<file path="src/rtl/bitfusion_pkg.sv">
// Shared constants, FSM state type and product extension for the bitfusion
// partial-sum accumulator.
package bitfusion_pkg;

    localparam int PSUM_W    = 8;
    localparam int ACC_MAX_W = 32;

    typedef enum logic [1:0] {
        ST_IDLE = 2'd0,
        ST_ACC  = 2'd1,
        ST_DONE = 2'd2
    } state_e;

    // Extends a product to the widest legal accumulator; callers keep the low ACC_W bits.
    function automatic logic [ACC_MAX_W-1:0] ext(input logic [PSUM_W-1:0] p,
                                                 input logic              signed_mode);
        ext = {{(ACC_MAX_W-PSUM_W){signed_mode & p[PSUM_W-1]}}, p};
    endfunction

endpackage

</file>
<file path="src/rtl/bitfusion_psum_accum_if.sv">
// Product-in / result-out handshake bundle of the partial-sum accumulator.
interface bitfusion_psum_accum_if #(parameter int ACC_W = 20);
    import bitfusion_pkg::*;

    logic [PSUM_W-1:0] psum;
    logic              psum_valid;
    logic              psum_ready;
    logic [ACC_W-1:0]  acc_out;
    logic              acc_valid;
    logic              acc_ready;

    modport master (
        output psum, psum_valid, acc_ready,
        input  psum_ready, acc_out, acc_valid
    );

    modport slave (
        input  psum, psum_valid, acc_ready,
        output psum_ready, acc_out, acc_valid
    );

endinterface

</file>
<file path="src/rtl/bitfusion_psum_accum_sat_add.sv">
// ACC_W adder with signed/unsigned overflow detection; clamps the result
// only when BF_ACC_SATURATE_EN is defined, otherwise wraps.
module bf_sat_add #(
    parameter int ACC_W = 20
) (
    input  logic [ACC_W-1:0] a_i,
    input  logic [ACC_W-1:0] b_i,
    input  logic             signed_mode_i,
    output logic [ACC_W-1:0] sum_o,
    output logic             ovf_o
);

    logic [ACC_W:0] raw_s;

    assign raw_s = {1'b0, a_i} + {1'b0, b_i};

    // Overflow detection and optional clamping of the raw sum.
    always_comb begin
        if (signed_mode_i) begin
            ovf_o = (a_i[ACC_W-1] == b_i[ACC_W-1]) && (raw_s[ACC_W-1] != a_i[ACC_W-1]);
        end else begin
            ovf_o = raw_s[ACC_W];
        end
`ifdef BF_ACC_SATURATE_EN
        if (ovf_o) begin
            if (signed_mode_i) begin
                // Both operands share a sign on signed overflow; clamp toward it.
                sum_o = a_i[ACC_W-1] ? {1'b1, {(ACC_W-1){1'b0}}} : {1'b0, {(ACC_W-1){1'b1}}};
            end else begin
                sum_o = {ACC_W{1'b1}};
            end
        end else begin
            sum_o = raw_s[ACC_W-1:0];
        end
`else
        sum_o = raw_s[ACC_W-1:0];
`endif
    end

endmodule

</file>
<file path="src/rtl/bitfusion_psum_accum.sv">
// Reduces a vector of 8-bit fused-multiplier products into an ACC_W sum and
// hands it downstream over valid/ready. Saturation: define BF_ACC_SATURATE_EN.
module bitfusion_psum_accum
    import bitfusion_pkg::*;
#(
    parameter int ACC_W = 20,
    parameter int LEN_W = 8
) (
    input  logic                   clk,
    input  logic                   rst_n,
    input  logic                   start,
    input  logic [LEN_W-1:0]       len,
    input  logic                   s_mode,
    bitfusion_psum_accum_if.slave  bus,
    output logic                   busy,
    output logic                   sat
);

    state_e           state_q, state_d;
    logic [LEN_W:0]   cnt_q, cnt_d;
    logic [ACC_W-1:0] acc_q, acc_d;
    logic             s_mode_q, s_mode_d;
    logic             sat_q, sat_d;
    logic             psum_ready_q, acc_valid_q, busy_q;

    logic [ACC_MAX_W-1:0] ext_full_s;
    logic [ACC_W-1:0]     sum_s;
    logic                 ovf_s;
    logic                 hs_s;
    logic                 unused_ok_s;

    assign ext_full_s  = ext(bus.psum, s_mode_q);
    assign hs_s        = bus.psum_valid & psum_ready_q;
    assign unused_ok_s = ^{ovf_s, ext_full_s};

    bf_sat_add #(.ACC_W(ACC_W)) u_add (
        .a_i           (acc_q),
        .b_i           (ext_full_s[ACC_W-1:0]),
        .signed_mode_i (s_mode_q),
        .sum_o         (sum_s),
        .ovf_o         (ovf_s)
    );

    // Next-state and datapath update.
    always_comb begin
        state_d  = state_q;
        cnt_d    = cnt_q;
        acc_d    = acc_q;
        s_mode_d = s_mode_q;
        sat_d    = sat_q;
        case (state_q)
            ST_IDLE: begin
                if (start) begin
                    // A zero length encodes the full 2^LEN_W vector.
                    if (len == {LEN_W{1'b0}}) begin
                        cnt_d = {1'b1, {LEN_W{1'b0}}};
                    end else begin
                        cnt_d = {1'b0, len};
                    end
                    s_mode_d = s_mode;
                    acc_d    = {ACC_W{1'b0}};
                    sat_d    = 1'b0;
                    state_d  = ST_ACC;
                end else begin
                    state_d = ST_IDLE;
                end
            end
            ST_ACC: begin
                if (hs_s) begin
                    acc_d = sum_s;
                    cnt_d = cnt_q - {{LEN_W{1'b0}}, 1'b1};
`ifdef BF_ACC_SATURATE_EN
                    sat_d = sat_q | ovf_s;
`else
                    sat_d = 1'b0;
`endif
                    if (cnt_q == {{LEN_W{1'b0}}, 1'b1}) begin
                        state_d = ST_DONE;
                    end else begin
                        state_d = ST_ACC;
                    end
                end else begin
                    state_d = ST_ACC;
                end
            end
            ST_DONE: begin
                if (bus.acc_ready) begin
                    state_d = ST_IDLE;
                end else begin
                    state_d = ST_DONE;
                end
            end
            default: begin
                state_d = ST_IDLE;
            end
        endcase
    end

    // State, datapath and registered handshake outputs.
    always_ff @(posedge clk or negedge rst_n) begin
        if (!rst_n) begin
            state_q      <= ST_IDLE;
            cnt_q        <= {(LEN_W+1){1'b0}};
            acc_q        <= {ACC_W{1'b0}};
            s_mode_q     <= 1'b0;
            sat_q        <= 1'b0;
            psum_ready_q <= 1'b0;
            acc_valid_q  <= 1'b0;
            busy_q       <= 1'b0;
        end else begin
            state_q      <= state_d;
            cnt_q        <= cnt_d;
            acc_q        <= acc_d;
            s_mode_q     <= s_mode_d;
            sat_q        <= sat_d;
            psum_ready_q <= (state_d == ST_ACC);
            acc_valid_q  <= (state_d == ST_DONE);
            busy_q       <= (state_d != ST_IDLE);
        end
    end

    assign bus.psum_ready = psum_ready_q;
    assign bus.acc_valid  = acc_valid_q;
    assign bus.acc_out    = acc_q;
    assign busy           = busy_q;
    assign sat            = sat_q;

endmodule

</file>
<file path="src/flat_wrapper.sv">
// flat-port wrapper written by rule: the top's interface ports become plain ports
module bitfusion_psum_accum_flat import bitfusion_pkg::*;
#(
    parameter int ACC_W = 20,
    parameter int LEN_W = 8
)
  (clk, rst_n, start, len, s_mode, busy, sat, bus_psum, bus_psum_valid, bus_acc_ready, bus_psum_ready, bus_acc_out, bus_acc_valid);
  bitfusion_psum_accum_if #(.ACC_W(ACC_W)) bus_i ();
  input  logic clk;
  input  logic rst_n;
  input  logic start;
  input  logic [LEN_W-1:0] len;
  input  logic s_mode;
  output logic busy;
  output logic sat;
  input wire logic [$bits(bus_i.psum)-1:0] bus_psum;
  input wire logic [$bits(bus_i.psum_valid)-1:0] bus_psum_valid;
  input wire logic [$bits(bus_i.acc_ready)-1:0] bus_acc_ready;
  output wire logic [$bits(bus_i.psum_ready)-1:0] bus_psum_ready;
  output wire logic [$bits(bus_i.acc_out)-1:0] bus_acc_out;
  output wire logic [$bits(bus_i.acc_valid)-1:0] bus_acc_valid;
  assign bus_i.psum = bus_psum;
  assign bus_i.psum_valid = bus_psum_valid;
  assign bus_i.acc_ready = bus_acc_ready;
  assign bus_psum_ready = bus_i.psum_ready;
  assign bus_acc_out = bus_i.acc_out;
  assign bus_acc_valid = bus_i.acc_valid;
  bitfusion_psum_accum #(.ACC_W(ACC_W), .LEN_W(LEN_W)) u_core (.clk(clk), .rst_n(rst_n), .start(start), .len(len), .s_mode(s_mode), .bus(bus_i), .busy(busy), .sat(sat));
endmodule
</file>
<file path="config.mk">
export PLATFORM = sky130hd
export DESIGN_NAME = bitfusion_psum_accum_flat
export DESIGN_NICKNAME = d
export VERILOG_FILES = /design/src/rtl/bitfusion_pkg.sv /design/src/rtl/bitfusion_psum_accum_if.sv /design/src/rtl/bitfusion_psum_accum_sat_add.sv /design/src/rtl/bitfusion_psum_accum.sv /design/src/flat_wrapper.sv
export SDC_FILE = /design/constraint.sdc
export NUM_CORES = 1
export LEC_CHECK = 0
export ABC_CLOCK_PERIOD_IN_PS = 2600
export CAP_MARGIN = 10
export CELL_PAD_IN_SITES_DETAIL_PLACEMENT = 1
export CELL_PAD_IN_SITES_GLOBAL_PLACEMENT = 1
export CORE_ASPECT_RATIO = 1.4
export CORE_UTILIZATION = 43
export CTS_CLUSTER_DIAMETER = 40
export DETAILED_ROUTE_END_ITERATION = 8
export DONT_BUFFER_PORTS = 1
export PLACE_DENSITY_LB_ADDON = 0.1
export SYNTH_ARGS = -nofsm -noshare
export SYNTH_HDL_FRONTEND = slang
export SYNTH_SLANG_ARGS = --single-unit
</file>
<file path="constraint.sdc">
create_clock -name clk -period 2.6 [get_ports clk]
set_clock_uncertainty 0.05 [all_clocks]
set_input_delay 0.26 -clock clk [delete_from_list [all_inputs] [get_ports clk]]
set_output_delay 0.26 -clock clk [all_outputs]
set_load 0.005 [all_outputs]
</file>
==> summary.txt <==
Timing
  • Slew Limit Fails: 0
  • Hold slack: 57.6 ps
  • Slew @ Worst Pin: 1070 ps
  • Final setup vio count: 0
  • Final period utilization: 96.9%
  • Fmax: 0.397 GHz
  • Sum Neg Setup Slack: 0 ps
  • Fin worst setup slack: 80.6 ps
  • Post-layout minimum cycle time: 2520 ps
  • RSZ-0062 raised after global routing: yes
  • Final hold vios: 0
  • Relative slew margins: 28.5%

Floorplanning
  • Core box area: 5950 um2
  • Boundary pin count: 46
  • Initial Utilization: 45.2%
  • Die Area: 6570 um2
  • Die Height: 95.5 um
  • Die W: 68.8 um
  • Rows: 33

Clocking
  • Clock buffer count from CTS: 5
  • H-tree depth: 2
  • Clk Latency, worst-skew pair: 290 ps
  • # clock sinks: 35
  • Clk root buf: clkbuf_8
  • Clock Path Buffers: 2
  • Clk slew on worst S/H paths: 70 ps
  • CTS tree: built

Synth
  • Library cells used by synthesis: 59
  • Sequential share of the synthesized area: 32.6%
  • Synthesized area per cell: 8.27 um2
  • Top-area cell type share of the netlist area: 32.6%
  • Top_reg_cell synth: dfrtp_1
  • Leading area contributor after synthesis: dfrtp_1
  • Post-synth EDFFs: 0
  • Syn. warnings: 0
  • Synthesized area: 2690 um2
  • Ys async rst share: 100%
  • Commonest cells post-synth: dfrtp_1 (35), nand2_1 (35), o21ai_0 (30)
  • Ranking of synthesized cells by area: dfrtp_1 (33%), ha_1 (5.6%), o21ai_0 (5.6%), nand2_1 (4.9%), a21oi_1 (4.1%)
  • Syn Nets: 360
  • Cells after Synth: 325
  • Seq cells post-synth: 35

Placement
  • Inst Count DP: 391
  • IO Port Bufs: 0
  • DP Worst Slack: 37.8 ps
  • Routability cong.: 0.793
  • Placement Cell Area: 2750 um2
  • HPWL after detailed placement: 5.71 mm

Worst hold path
  • Hold Path Class: in2reg
  • Worst hold start: s_mode

Run status
  • Outcome: finished, final reports clean

Setup path
  • CP arrival: 2670 ps
  • WP data required: 2750 ps
  • Crit. End Element: register
  • Reg-to-Reg Start: u_core.bus.acc_out[0]
  • WS Path Type: reg2reg
  • Worst-path fanout max: 4
  • Startpoint Class: register
  • Critical Path Start: u_core.bus.acc_out[0]

GRT
  • Initial antenna violation count: 0
  • Largest net degree at the start of global routing: 36
  • GRT overflow: 0
  • GRT Resource Usage Total: 25.6%
  • First-pass GRT wire length: 12.5 mm
  • Vias in the first global route: 2577

Drt
  • DR vias/cell: 6.24
  • Via count: 2504
  • Wire length per cell: 19.6 um
  • DRT iter0 DRCs: 91
  • Post-route ant nets: 0
  • DRC violations left: 0
  • Total Routed Length: 7.85 mm
  • First-pass DRT Iterations: 4

Layout
  • Fin area: 2900 um2
  • P&R area growth vs syn: 7.87%
  • Fin util: 48.7%
  • Nets: 366
  • Ant diodes: 0
  • Sequential cell area: 876 um2
  • Layout cells sized above 1: 12.4%
  • Area of the multi-input gates: 1640 um2
  • Post-Layout Cell Count: 401
  • Fill cell count: 741

Power
  • Max VDD drop: 0.495 mV
  • Leakage power figure: 1.26 nW
  • Design Power: 3.23 mW
  • Pwr per Cell Area: 1110 nW/um2

Run
  • Max Cap Violations: 0
cell usage in the layout, fill, tap and decap left out, drive strengths merged, types with 9 or more instances in the layout:
master,synthesis,final
a21oi,22,22
nand2,35,35
nor2,26,26
nand3,15,15
o21ai,32,32
ha,12,12
dfrtp,35,35
nor3,9,9
inv,9,9
buf,8,20
metal layers:
metal | wire length, um | global-route usage [%] | part of all wire (%) | vias up
li1 | - | - | - | 1202
met1 | 3350 | 29.2 | 43 | 1249
met2 | 4130 | 47.7 | 53 | 46
met3 | 252 | 4.19 | 3.2 | 7
met4 | 113 | 6.46 | 1.4 | 0
met5 | 0 | 0 | 0 | -
cell type report:
type / count / area share, %
tap: 70 / 3.02
clock inverter: 1 / 0.173
multi-input combinational: 259 / 56.6
clock buffer: 6 / 2.85
timing repair buffer: 21 / 5.96
inverter: 9 / 1.17
sequential: 35 / 30.2
power by group:
group / switching (mW) / internal (mW) / leakage (nW)
registers: 0.273 / 0.766 / 0.427
clock network: 0.201 / 0.208 / 0.0470
logic: 1.02 / 0.761 / 0.781
repair_timing:
item | CTS | global route
hold buffers | 2 | 0
pin swaps | 0 | 1
gates resized for setup | 0 | 6
buffers inserted | 0 | 1
endpoints found under the hold margin | 35 | 0
endpoints found under the setup margin | 1 | 6
cells by family (layout without fill, tap and decap cells):
family / Yosys count / in the layout / share of synthesized area [%]
and+or+nand+nor: 130 / 130 / 24.3
muxes: 3 / 3 / 1.16
other: 1 / 1 / 0.140
adders and majority gates: 13 / 13 / 6.33
buffers and inverters: 31 / 37 / 7.27
DFF: 35 / 35 / 32.6
AOI/OAI and AO/OA: 102 / 102 / 25.0
xor gates and xnor gates: 10 / 10 / 3.26
flip-flops by register name, indices dropped and copies added, names as in the netlist:
| register | count |
|---|---|
| u_core.bus.acc_out | 20 |
| u_core.bus.acc_valid | 1 |
| u_core.bus.psum_ready | 1 |
| u_core.busy | 1 |
| u_core.cnt_q | 9 |
| u_core.s_mode_q | 1 |
| u_core.state_q | 2 |
worst paths after layout:
kind,endpoint,slack (ps),depth (start not counted)
min in group asynchronous,u_core.bus.acc_out[18],400,2
min,u_core.s_mode_q,60,2
max in group asynchronous,u_core.bus.psum_ready,1910,2
max,u_core.bus.acc_out[16],80,8
max reg2reg,u_core.bus.acc_out[16],80,8
min reg2reg,u_core.cnt_q[8],470,2
worst max-delay path: stages, from the launching register on:
cell and delay (ps):
dfrtp_1 410, ha_2 220, fa_2 360, a21o_1 190, a221oi_2 300, o21bai_1 190
a311o_1 360, a211o_1 290, o21ai_0 70
No activity file was read; power rests on OpenSTA's default activity.
